===== src/rtl/game2048_pkg.sv =====
// Shared types for the 2048 game turn controller.
//   dir_t         : slide direction encoding shared with the slide/merge unit
//   turn_state_t  : turn controller FSM states (also visible on the debug port)
//   board_t       : 4x4 board of 12-bit tiles, indexed [row][col]
//   DEFAULT_WIN_VALUE : tile value that ends the game with a win
package game2048_pkg;

   typedef enum logic [1:0] {
      UP    = 2'd0,
      DOWN  = 2'd1,
      LEFT  = 2'd2,
      RIGHT = 2'd3
   } dir_t;

   typedef enum logic [2:0] {
      INIT_SPAWN1 = 3'd0,
      INIT_SPAWN2 = 3'd1,
      IDLE        = 3'd2,
      MOVE        = 3'd3,
      SPAWN       = 3'd4,
      CHECK       = 3'd5,
      WON         = 3'd6,
      LOST        = 3'd7
   } turn_state_t;

   typedef logic [3:0][3:0][11:0] board_t;

   localparam logic [11:0] DEFAULT_WIN_VALUE = 12'h800;

endpackage


===== src/rtl/board_status_check.sv =====
// Combinational end-of-game detection on the committed board.
//   board_i  : 4x4 board, [row][col]
//   has_win  : some tile equals WIN_VALUE
//   no_moves : no empty tile and no horizontally/vertically adjacent equal pair
module board_status_check
   import game2048_pkg::*;
#(
   parameter logic [11:0] WIN_VALUE = DEFAULT_WIN_VALUE
) (
   input  board_t board_i,
   output logic   has_win,
   output logic   no_moves
);

   logic any_zero;
   logic any_pair;

   always_comb begin
      has_win  = 1'b0;
      any_zero = 1'b0;
      any_pair = 1'b0;
      for (int r = 0; r < 4; r++) begin
         for (int c = 0; c < 4; c++) begin
            if (board_i[r][c] == WIN_VALUE) has_win = 1'b1;
            if (board_i[r][c] == 12'd0) any_zero = 1'b1;
         end
      end
      for (int r = 0; r < 4; r++) begin
         for (int c = 0; c < 3; c++) begin
            if (board_i[r][c] == board_i[r][c+1]) any_pair = 1'b1;
         end
      end
      for (int r = 0; r < 3; r++) begin
         for (int c = 0; c < 4; c++) begin
            if (board_i[r][c] == board_i[r+1][c]) any_pair = 1'b1;
         end
      end
      no_moves = !any_zero && !any_pair;
   end

endmodule


===== src/rtl/game_turn_controller.sv =====
// Sequences one game turn: accept a press, drive the slide/merge unit, spawn a
// tile when the board changed, then check for win/loss.
//   clk, rst                : clock, synchronous active-high reset
//   new_game                : restart the game (clears counters and flags)
//   btn_valid, btn_dir      : direction press, one-deep pending buffer while busy
//   board_in                : current committed board, read in CHECK
//   move_start/move_dir     : start pulse + direction to slide/merge unit
//   move_done/move_changed  : slide/merge completion, changed sampled with done
//   spawn_start/spawn_done  : start pulse / completion of random-tile placer
//   busy, game_won, game_lost, timeout_err : status flags
//   move_count, drop_count  : effective moves (wraps), dropped presses (saturates)
//   dbg_state_o             : current FSM state
//
// Handshake: a *_start output is a registered one-cycle pulse; the matching
// *_done input is a one-cycle pulse accepted only while the controller waits
// in the corresponding state (from the start pulse onward). Done pulses seen
// in any other state are ignored. A watchdog bounds every wait.
module game_turn_controller
   import game2048_pkg::*;
#(
   parameter logic [11:0] WIN_VALUE      = DEFAULT_WIN_VALUE,
   parameter int          TIMEOUT_CYCLES = 1024
) (
   input  logic        clk,
   input  logic        rst,
   input  logic        new_game,
   input  logic        btn_valid,
   input  dir_t        btn_dir,
   input  board_t      board_in,
   output logic        move_start,
   output dir_t        move_dir,
   input  logic        move_done,
   input  logic        move_changed,
   output logic        spawn_start,
   input  logic        spawn_done,
   output logic        busy,
   output logic        game_won,
   output logic        game_lost,
   output logic        timeout_err,
   output logic [15:0] move_count,
   output logic [7:0]  drop_count,
   output turn_state_t dbg_state_o
);

   localparam int WD_W = $clog2(TIMEOUT_CYCLES + 1);
   localparam logic [WD_W-1:0] WD_LAST = WD_W'(TIMEOUT_CYCLES - 1);

   turn_state_t     state_q, state_d;
   logic            issued_q, issued_d;      // spawn pulse already sent in this state
   logic [WD_W-1:0] wdog_q, wdog_d;
   logic            pend_valid_q, pend_valid_d;
   dir_t            pend_dir_q, pend_dir_d;
   logic            move_start_q, move_start_d;
   logic            spawn_start_q, spawn_start_d;
   dir_t            move_dir_q, move_dir_d;
   logic [15:0]     move_count_q, move_count_d;
   logic [7:0]      drop_count_q, drop_count_d;
   logic            timeout_q, timeout_d;
   logic            waiting;
   logic            busy_w;
   logic            has_win, no_moves;

   board_status_check #(.WIN_VALUE(WIN_VALUE)) u_status (
      .board_i  (board_in),
      .has_win  (has_win),
      .no_moves (no_moves)
   );

   assign busy_w = !(state_q inside {IDLE, WON, LOST});

   always_comb begin
      state_d       = state_q;
      issued_d      = issued_q;
      wdog_d        = wdog_q;
      pend_valid_d  = pend_valid_q;
      pend_dir_d    = pend_dir_q;
      move_start_d  = 1'b0;
      spawn_start_d = 1'b0;
      move_dir_d    = move_dir_q;
      move_count_d  = move_count_q;
      drop_count_d  = drop_count_q;
      timeout_d     = timeout_q;
      waiting       = 1'b0;

      if (busy_w && btn_valid) begin
         if (!pend_valid_q) begin
            pend_valid_d = 1'b1;
            pend_dir_d   = btn_dir;
         end else if (drop_count_q != 8'hFF) begin
            drop_count_d = drop_count_q + 8'd1;
         end
      end

      case (state_q)
         INIT_SPAWN1, INIT_SPAWN2, SPAWN: begin
            if (!issued_q) begin
               spawn_start_d = 1'b1;
               issued_d      = 1'b1;
               wdog_d        = '0;
            end else begin
               waiting = 1'b1;
               if (spawn_done) begin
                  issued_d = 1'b0;
                  if (state_q == INIT_SPAWN1)      state_d = INIT_SPAWN2;
                  else if (state_q == INIT_SPAWN2) state_d = IDLE;
                  else                             state_d = CHECK;
               end
            end
         end
         MOVE: begin
            waiting = 1'b1;
            if (move_done) begin
               if (move_changed) begin
                  move_count_d = move_count_q + 16'd1;
                  state_d      = SPAWN;
               end else begin
                  state_d = IDLE;
               end
            end
         end
         IDLE: begin
            if (pend_valid_q) begin
               // Older press goes first; a simultaneous new press refills the slot.
               move_start_d = 1'b1;
               move_dir_d   = pend_dir_q;
               state_d      = MOVE;
               wdog_d       = '0;
               pend_valid_d = btn_valid;
               pend_dir_d   = btn_dir;
            end else if (btn_valid) begin
               move_start_d = 1'b1;
               move_dir_d   = btn_dir;
               state_d      = MOVE;
               wdog_d       = '0;
            end
         end
         CHECK: begin
            if (has_win)       state_d = WON;
            else if (no_moves) state_d = LOST;
            else               state_d = IDLE;
         end
         WON, LOST: begin
            state_d = state_q;
         end
         default: state_d = INIT_SPAWN1;
      endcase

      // Watchdog: only cycles still waiting for a done are counted.
      if (waiting && (state_d == state_q)) begin
         if (wdog_q == WD_LAST) begin
            timeout_d    = 1'b1;
            pend_valid_d = 1'b0;
            issued_d     = 1'b0;
            wdog_d       = '0;
            state_d      = IDLE;
         end else begin
            wdog_d = wdog_q + 1'b1;
         end
      end

      if (new_game) begin
         state_d       = INIT_SPAWN1;
         issued_d      = 1'b0;
         wdog_d        = '0;
         pend_valid_d  = 1'b0;
         move_count_d  = '0;
         drop_count_d  = '0;
         timeout_d     = 1'b0;
         move_start_d  = 1'b0;
         spawn_start_d = 1'b0;
      end
   end

   always_ff @(posedge clk) begin
      if (rst) begin
         state_q       <= INIT_SPAWN1;
         issued_q      <= 1'b0;
         wdog_q        <= '0;
         pend_valid_q  <= 1'b0;
         pend_dir_q    <= UP;
         move_start_q  <= 1'b0;
         spawn_start_q <= 1'b0;
         move_dir_q    <= UP;
         move_count_q  <= '0;
         drop_count_q  <= '0;
         timeout_q     <= 1'b0;
      end else begin
         state_q       <= state_d;
         issued_q      <= issued_d;
         wdog_q        <= wdog_d;
         pend_valid_q  <= pend_valid_d;
         pend_dir_q    <= pend_dir_d;
         move_start_q  <= move_start_d;
         spawn_start_q <= spawn_start_d;
         move_dir_q    <= move_dir_d;
         move_count_q  <= move_count_d;
         drop_count_q  <= drop_count_d;
         timeout_q     <= timeout_d;
      end
   end

   assign move_start  = move_start_q;
   assign spawn_start = spawn_start_q;
   assign move_dir    = move_dir_q;
   assign busy        = busy_w;
   assign game_won    = (state_q == WON);
   assign game_lost   = (state_q == LOST);
   assign timeout_err = timeout_q;
   assign move_count  = move_count_q;
   assign drop_count  = drop_count_q;
   assign dbg_state_o = state_q;

endmodule


===== config.mk =====
export PLATFORM = sky130hd
export DESIGN_NAME = game_turn_controller
export DESIGN_NICKNAME = d
export VERILOG_FILES = /design/src/rtl/game2048_pkg.sv /design/src/rtl/board_status_check.sv /design/src/rtl/game_turn_controller.sv
export SDC_FILE = /design/constraint.sdc
export NUM_CORES = 1
export LEC_CHECK = 0
export CORE_MARGIN = 2
export CORE_UTILIZATION = 31
export DETAILED_ROUTE_END_ITERATION = 8
export DONT_BUFFER_PORTS = 1
export PLACE_DENSITY = 0.56
export SYNTH_ARGS = -nofsm -noshare
export SYNTH_HDL_FRONTEND = slang
export SYNTH_SLANG_ARGS = --single-unit

===== constraint.sdc =====
create_clock -name clk -period 2.05 [get_ports clk]
set_input_delay 0.41 -clock clk [delete_from_list [all_inputs] [get_ports clk]]
set_output_delay 0.41 -clock clk [all_outputs]
set_load 0.02 [all_outputs]

After elaboration in Yosys (flattened, before gate mapping)
Index checks and enable logic that the tools add are counted.
{"block": "totals", "regBits": 47, "inputBits": 201, "output_inout_bits": 35}
{"block": "classes", "add_sub_neg": 3, "eq_ne": 52, "muxes": 96, "n_bitwise": 2, "reduce_logical": 36}
{"cell": "$eq A12 B12 Y1", "n": 24}
{"cell": "$eq A12 B12 Y1 const B", "n": 16}
{"cell": "$logic_not A12 Y1", "n": 16}
{"cell": "$mux W1", "n": 70}
{"cell": "$mux W11", "n": 5}
{"cell": "$mux W3", "n": 12}
{"cell": "$pmux W11 S2", "n": 1}
{"cell": "$add A16 B1 Y16 const B", "n": 1}
{"cell": "$pmux W3 S5", "n": 1}
{"cell": "$eq A3 B3 Y1 const B", "n": 4}
{"cell": "$mux W2", "n": 6}
{"cell": "$add A11 B1 Y11 const B", "n": 1}
{"cell": "$eq A11 B10 Y1 const B", "n": 1}
{"cell": "$reduce_and A3 Y1", "n": 3}
{"cell": "$reduce_or A3 Y1", "n": 3}
{"cell": "$add A8 B1 Y8 const B", "n": 1}
{"cell": "$ne A8 B8 Y1 const B", "n": 1}
{"cell": "$eq A3 B2 Y1 const B", "n": 2}
{"cell": "$reduce_bool A3 Y1", "n": 2}
{"cell": "$ne A4 B3 Y1 const B", "n": 1}
{"cell": "$reduce_and A2 Y1", "n": 2}
{"cell": "$reduce_or A2 Y1", "n": 2}
{"cell": "$eq A3 B1 Y1 const B", "n": 1}
{"cell": "$eq A3 B3 Y1", "n": 1}
{"cell": "other kinds (7)", "n": 12}

Longest topological paths before layout
Gate-level depths: netlist of run 1.
{"block": "depth", "ltp_word": 34, "ltp_mapped": 9}

Modules after synthesis
A second synthesis of run 1 with hierarchy kept.
{"block": "unflattened", "hier_cells": 832, "hier_area_um2": 6362.4}
{"mod": "board_status_check", "instances": 1, "cells_each": 547, "area_per_inst_um2": 3997.6}
{"mod": "game_turn_controller", "instances": 1, "cells_each": 285, "area_per_inst_um2": 2364.8}

Least setup slack after synthesis of run 1
OpenSTA, ideal clock, no wires.
{"block": "synth_timing", "kind": "register to register", "startpoint": "register wdog_q[0]", "endpoint": "register wdog_q[1]", "setup_ns": 0.128, "t_arrival_ns": 1.721, "required_time_ns": 1.922, "path_slack_ns": 0.201, "path_stages_with_launch": 9, "n_path_buf": 0, "synth_period_minus_slack_ns": 1.849, "cell_sequence": "dfxtp_1 > ha_1 > and3_1 > and3_2 > nand3_4 > o31ai_4 > inv_2 > a22oi_1 > nor2_1"}
{"block": "synth_via", "elab_chain_len": 3, "elab_cells_between_ends": 4, "cone_classes": "add/sub (1); eq/ne (1); mux (2)"}
{"element": "from (decl)", "line": "game_turn_controller.sv:50", "text": "logic [WD_W-1:0] wdog_q, wdog_d;"}
{"element": "from (signal assigned)", "line": "game_turn_controller.sv:190", "text": "wdog_q <= wdog_d;"}
{"element": "$add A11 B1 Y11 or $eq A11 B10 Y1 (tied branches)", "line": "game_turn_controller.sv:157, game_turn_controller.sv:150"}
{"element": "$mux W11 (*)", "line": "game_turn_controller.sv:150", "text": "if (wdog_q == WD_LAST) begin"}
{"element": "$mux W11 (*)", "line": "game_turn_controller.sv:149", "text": "if (waiting && (state_d == state_q)) begin"}
Every way passes the cells marked *; elsewhere a longest branch is shown, timed or not.
A chain may end at the register's enable or synchronous reset.

Worst setup path in the final report of run 1
{"block": "layout_timing", "startpoint": "register wdog_q[0]", "endpoint": "register wdog_q[2]"}
Same word-level chain as after synthesis.

==> metrics.csv, run 1 <==
stage,metric,value,unit
run_status,status,finished clean,
floorplan,core_area,19600,sq um
worst_hold_path,min_path_type,input pin to flip-flop,
route,drt_first_iter_violations,339,
place,dpl_worst_slack,0.0986,ns
route,viasPerCell,5.67,
timing,rsz0062_at_grt,false,
clock_tree,clock-sinks,47,
finish,multiInputGateArea,4930,sq um
power,leakage,2.15,nW
floorplan,fp.dieW,146,um
grt,antenna_found_initial,0,
synth,synth.avg_cell_area,7.73,sq um
finish,drive_above_1_share,6.25,%
synth,synth-seq-area-share,15.2,%
synth,synthArstFlopShare,0,%
route,routed_wl,23.6,mm
timing,worst_slew_pin_slew,0.436,ns
worst_setup_path,cp_data_arrival_time,2.08,ns
synth,synth_area,6210,sq um
timing,layout_setup_ws,0.135,ns
worst_setup_path,crit_fanout,5,
synth,ys.warnings.count,0,
power,finalPower,0.00257,W
synth,ys_ff_latch,47,
timing,skew,0.00494,ns
place,hpwl,19.5,mm
clock_tree,path_clk_slew,0.07,ns
floorplan,die_h,146,um
clock_tree,cts_tree,built,
grt,grt_max_degree,18,
power,power_density,389,nW/um^2
clock_tree,cts-root-buf,clkbuf_16,
synth,yosysTopAreaCell,xor2_1,
finish,num-nets-final,971,
synth,synth_cell_types,54,
synth,yosys_most_used_dff,dfxtp_1,
route,route.detailed.drc,0,
grt,grt_overflow,0,
floorplan,dieArea,21200,sq um
timing,fin_setup_tns,0,ns
timing,hold_viol,0,
finish,diodes,0,
clock_tree,cts-htree-levels,2,
timing,maxSlewHeadroom,70.7,%
timing,period_needed,1.91,ns
grt,grt_usage,21.3,%
clock_tree,ctsHoldBuffers,0,
finish,num-fill-cells,2071,
grt,grt_pass1_vias,5743,
floorplan,rows,51,
worst_setup_path,crit_path_start_kind,flip-flop,
place,io_buffer_count,0,
timing,maxSlewViolCount,0,
synth,yosysTopAreaCellShare,28.5,%
synth,synth_edf_count,0,
place,gp_congestion,0.922,
clock_tree,clkLatencyLatePin,0.28,ns
route,drt-wirelength-per-cell,22.9,um
worst_setup_path,crit_path_end_kind,flip-flop,
floorplan,start_util,31.7,%
synth,synthTopCellsByArea,"xor2_1 (28%), dfxtp_1 (15%), xnor2_1 (15%)",
timing,period_share,93.4,%
clock_tree,post-cts-setup-buffers,0,
power,peakVddDrop,0.000354,V
worst_setup_path,crit_type,flip-flop to flip-flop,
route,dr.pass1.iters,5,
grt,grt_pass1_wl,35.6,mm
worst_setup_path,required,2.22,ns
clock_tree,cts_buffers,5,
clock_tree,clockBufferDepth,2,
synth,yosysMostFrequentCell,xor2_1,
finish,area_delta_synth_final,6.43,%
route,vias,5858,
clock_tree,cts-resized-gates,0,
timing,fmax,522,MHz
synth,synth_commonest_cells,"xor2_1 (202), xnor2_1 (104), nor4_1 (87)",
route,final_antenna_net_count,0,
floorplan,pin_count,236,
finish,ff_latch_area,941,sq um
flow_run,cap_violations,0,
synth,synthCells,803,
timing,finalSetupViolCount,0,
synth,syn_nets,1007,
-- area by class of cell --
cell class,count,area share [%]
clock buffers,5,1.89
clock inverters,3,1.02
well taps,265,5.02
flip-flops and latches,47,14.2
inverters,9,0.511
repair buffers,24,2.78
multi-input cells,680,74.5
-- cells in the final DEF, fill, tap and decap left out, types with 2 or more instances in the layout --
cell       Yosys  final
a211oi_1       4      4
a21oi_1       15     15
and3_1         8      8
buf_4          1     23
bufinv_16      0      2
clkbuf_16      0      5
dfxtp_1       47     47
ha_1           3      3
inv_1          7      7
inv_2          2      2
mux2i_1        7      7
nand2_1       16     16
nand3_1       37     37
nand3b_1       7      7
nand4_1       49     49
nor2_1        53     53
nor2b_1        2      2
nor3_1        28     28
nor4_1        87     87
o2111ai_1      2      2
o211ai_1       2      2
o21ai_0       13     12
o21ai_1        1      2
o221ai_1       3      3
o22a_1         5      5
or3_1          7      7
xnor2_1      104    104
xor2_1       202    202
-- sequential cells by signal, summed over array words and instances, names as in the netlist --
signal / count
issued_q: 1
timeout_err: 1
pend_dir_q: 2
pend_valid_q: 1
spawn_start: 1
dbg_state_o: 3
move_count: 16
wdog_q: 11
move_start: 1
drop_count: 8
move_dir: 2
-- worst paths after layout --
path                                start          end  slack [ns]  depth (start not counted)
worst max-delay path            wdog_q[0]    wdog_q[2]        0.14                          9
worst min-delay path                  rst  move_dir[0]        0.19                          1
worst max register to register  wdog_q[0]    wdog_q[2]        0.14                          9
worst min register to register  wdog_q[9]    wdog_q[9]        0.49                          2
-- cells by family (layout without fill, tap and decap cells) --
logic type               Yosys count  in the layout  share of synthesized area, %
buffers and inverters             76             41                          5.66
AND/OR/NAND/NOR                  312            312                          28.5
flip-flops                        47             47                          15.2
adder cells (fa/ha/maj)            3              3                         0.605
AO/OA/AOI/OAI                     52             52                          5.76
multiplexers                       7              7                          1.13
XOR/XNOR                         306            306                          43.2
-- power by group --
group / internal [W] / switching [W] / leakage [nW]
registers: 0.000920 / 0.00000811 / 0.380
clock network: 0.000699 / 0.000358 / 0.0900
logic: 0.000359 / 0.000226 / 1.68
-- worst max-delay path, cell delays in order, from the launching register on --
cell and delay [ns]:
dfxtp_1 0.36, ha_1 0.20, and3_1 0.20, and3_2 0.24, nand3_4 0.09, o31ai_4 0.30
buf_6 0.17, nor2_1 0.03, o21ai_0 0.14, a21oi_1 0.08
-- metal layers --
metal	vias to the layer above	GRT usage (%)	wire length [um]
li1	2750	-	-
met1	2796	26.2	9680
met2	277	34.9	11000
met3	35	8.40	2400
met4	0	5.69	569
met5	-	0	0
-- stage by stage --
stage / cells / instance area, sq um / util [%] / hold WS [ns]
after floorplan: 803 / 6210 / - / 0.458
after global placement: 1025 / 6400 / 32.7 / 0.477
after detailed placement: 1025 / 6400 / 32.7 / 0.485
after CTS: 1033 / 6600 / 33.7 / 0.184
after global routing: 1033 / 6610 / 33.7 / 0.173
final: 1033 / 6610 / 33.7 / 0.188
Note: power is estimated with default switching activity, not from simulation.
==> run 2, diff against run 1 <==
- CAP_MARGIN: default -> 20
- CTS_BUF_LIST: default -> sky130_fd_sc_hd__clkbuf_16
==> results of run 2 <==
Same layout as run 1: the final DEF is identical, and so are final timing and power.
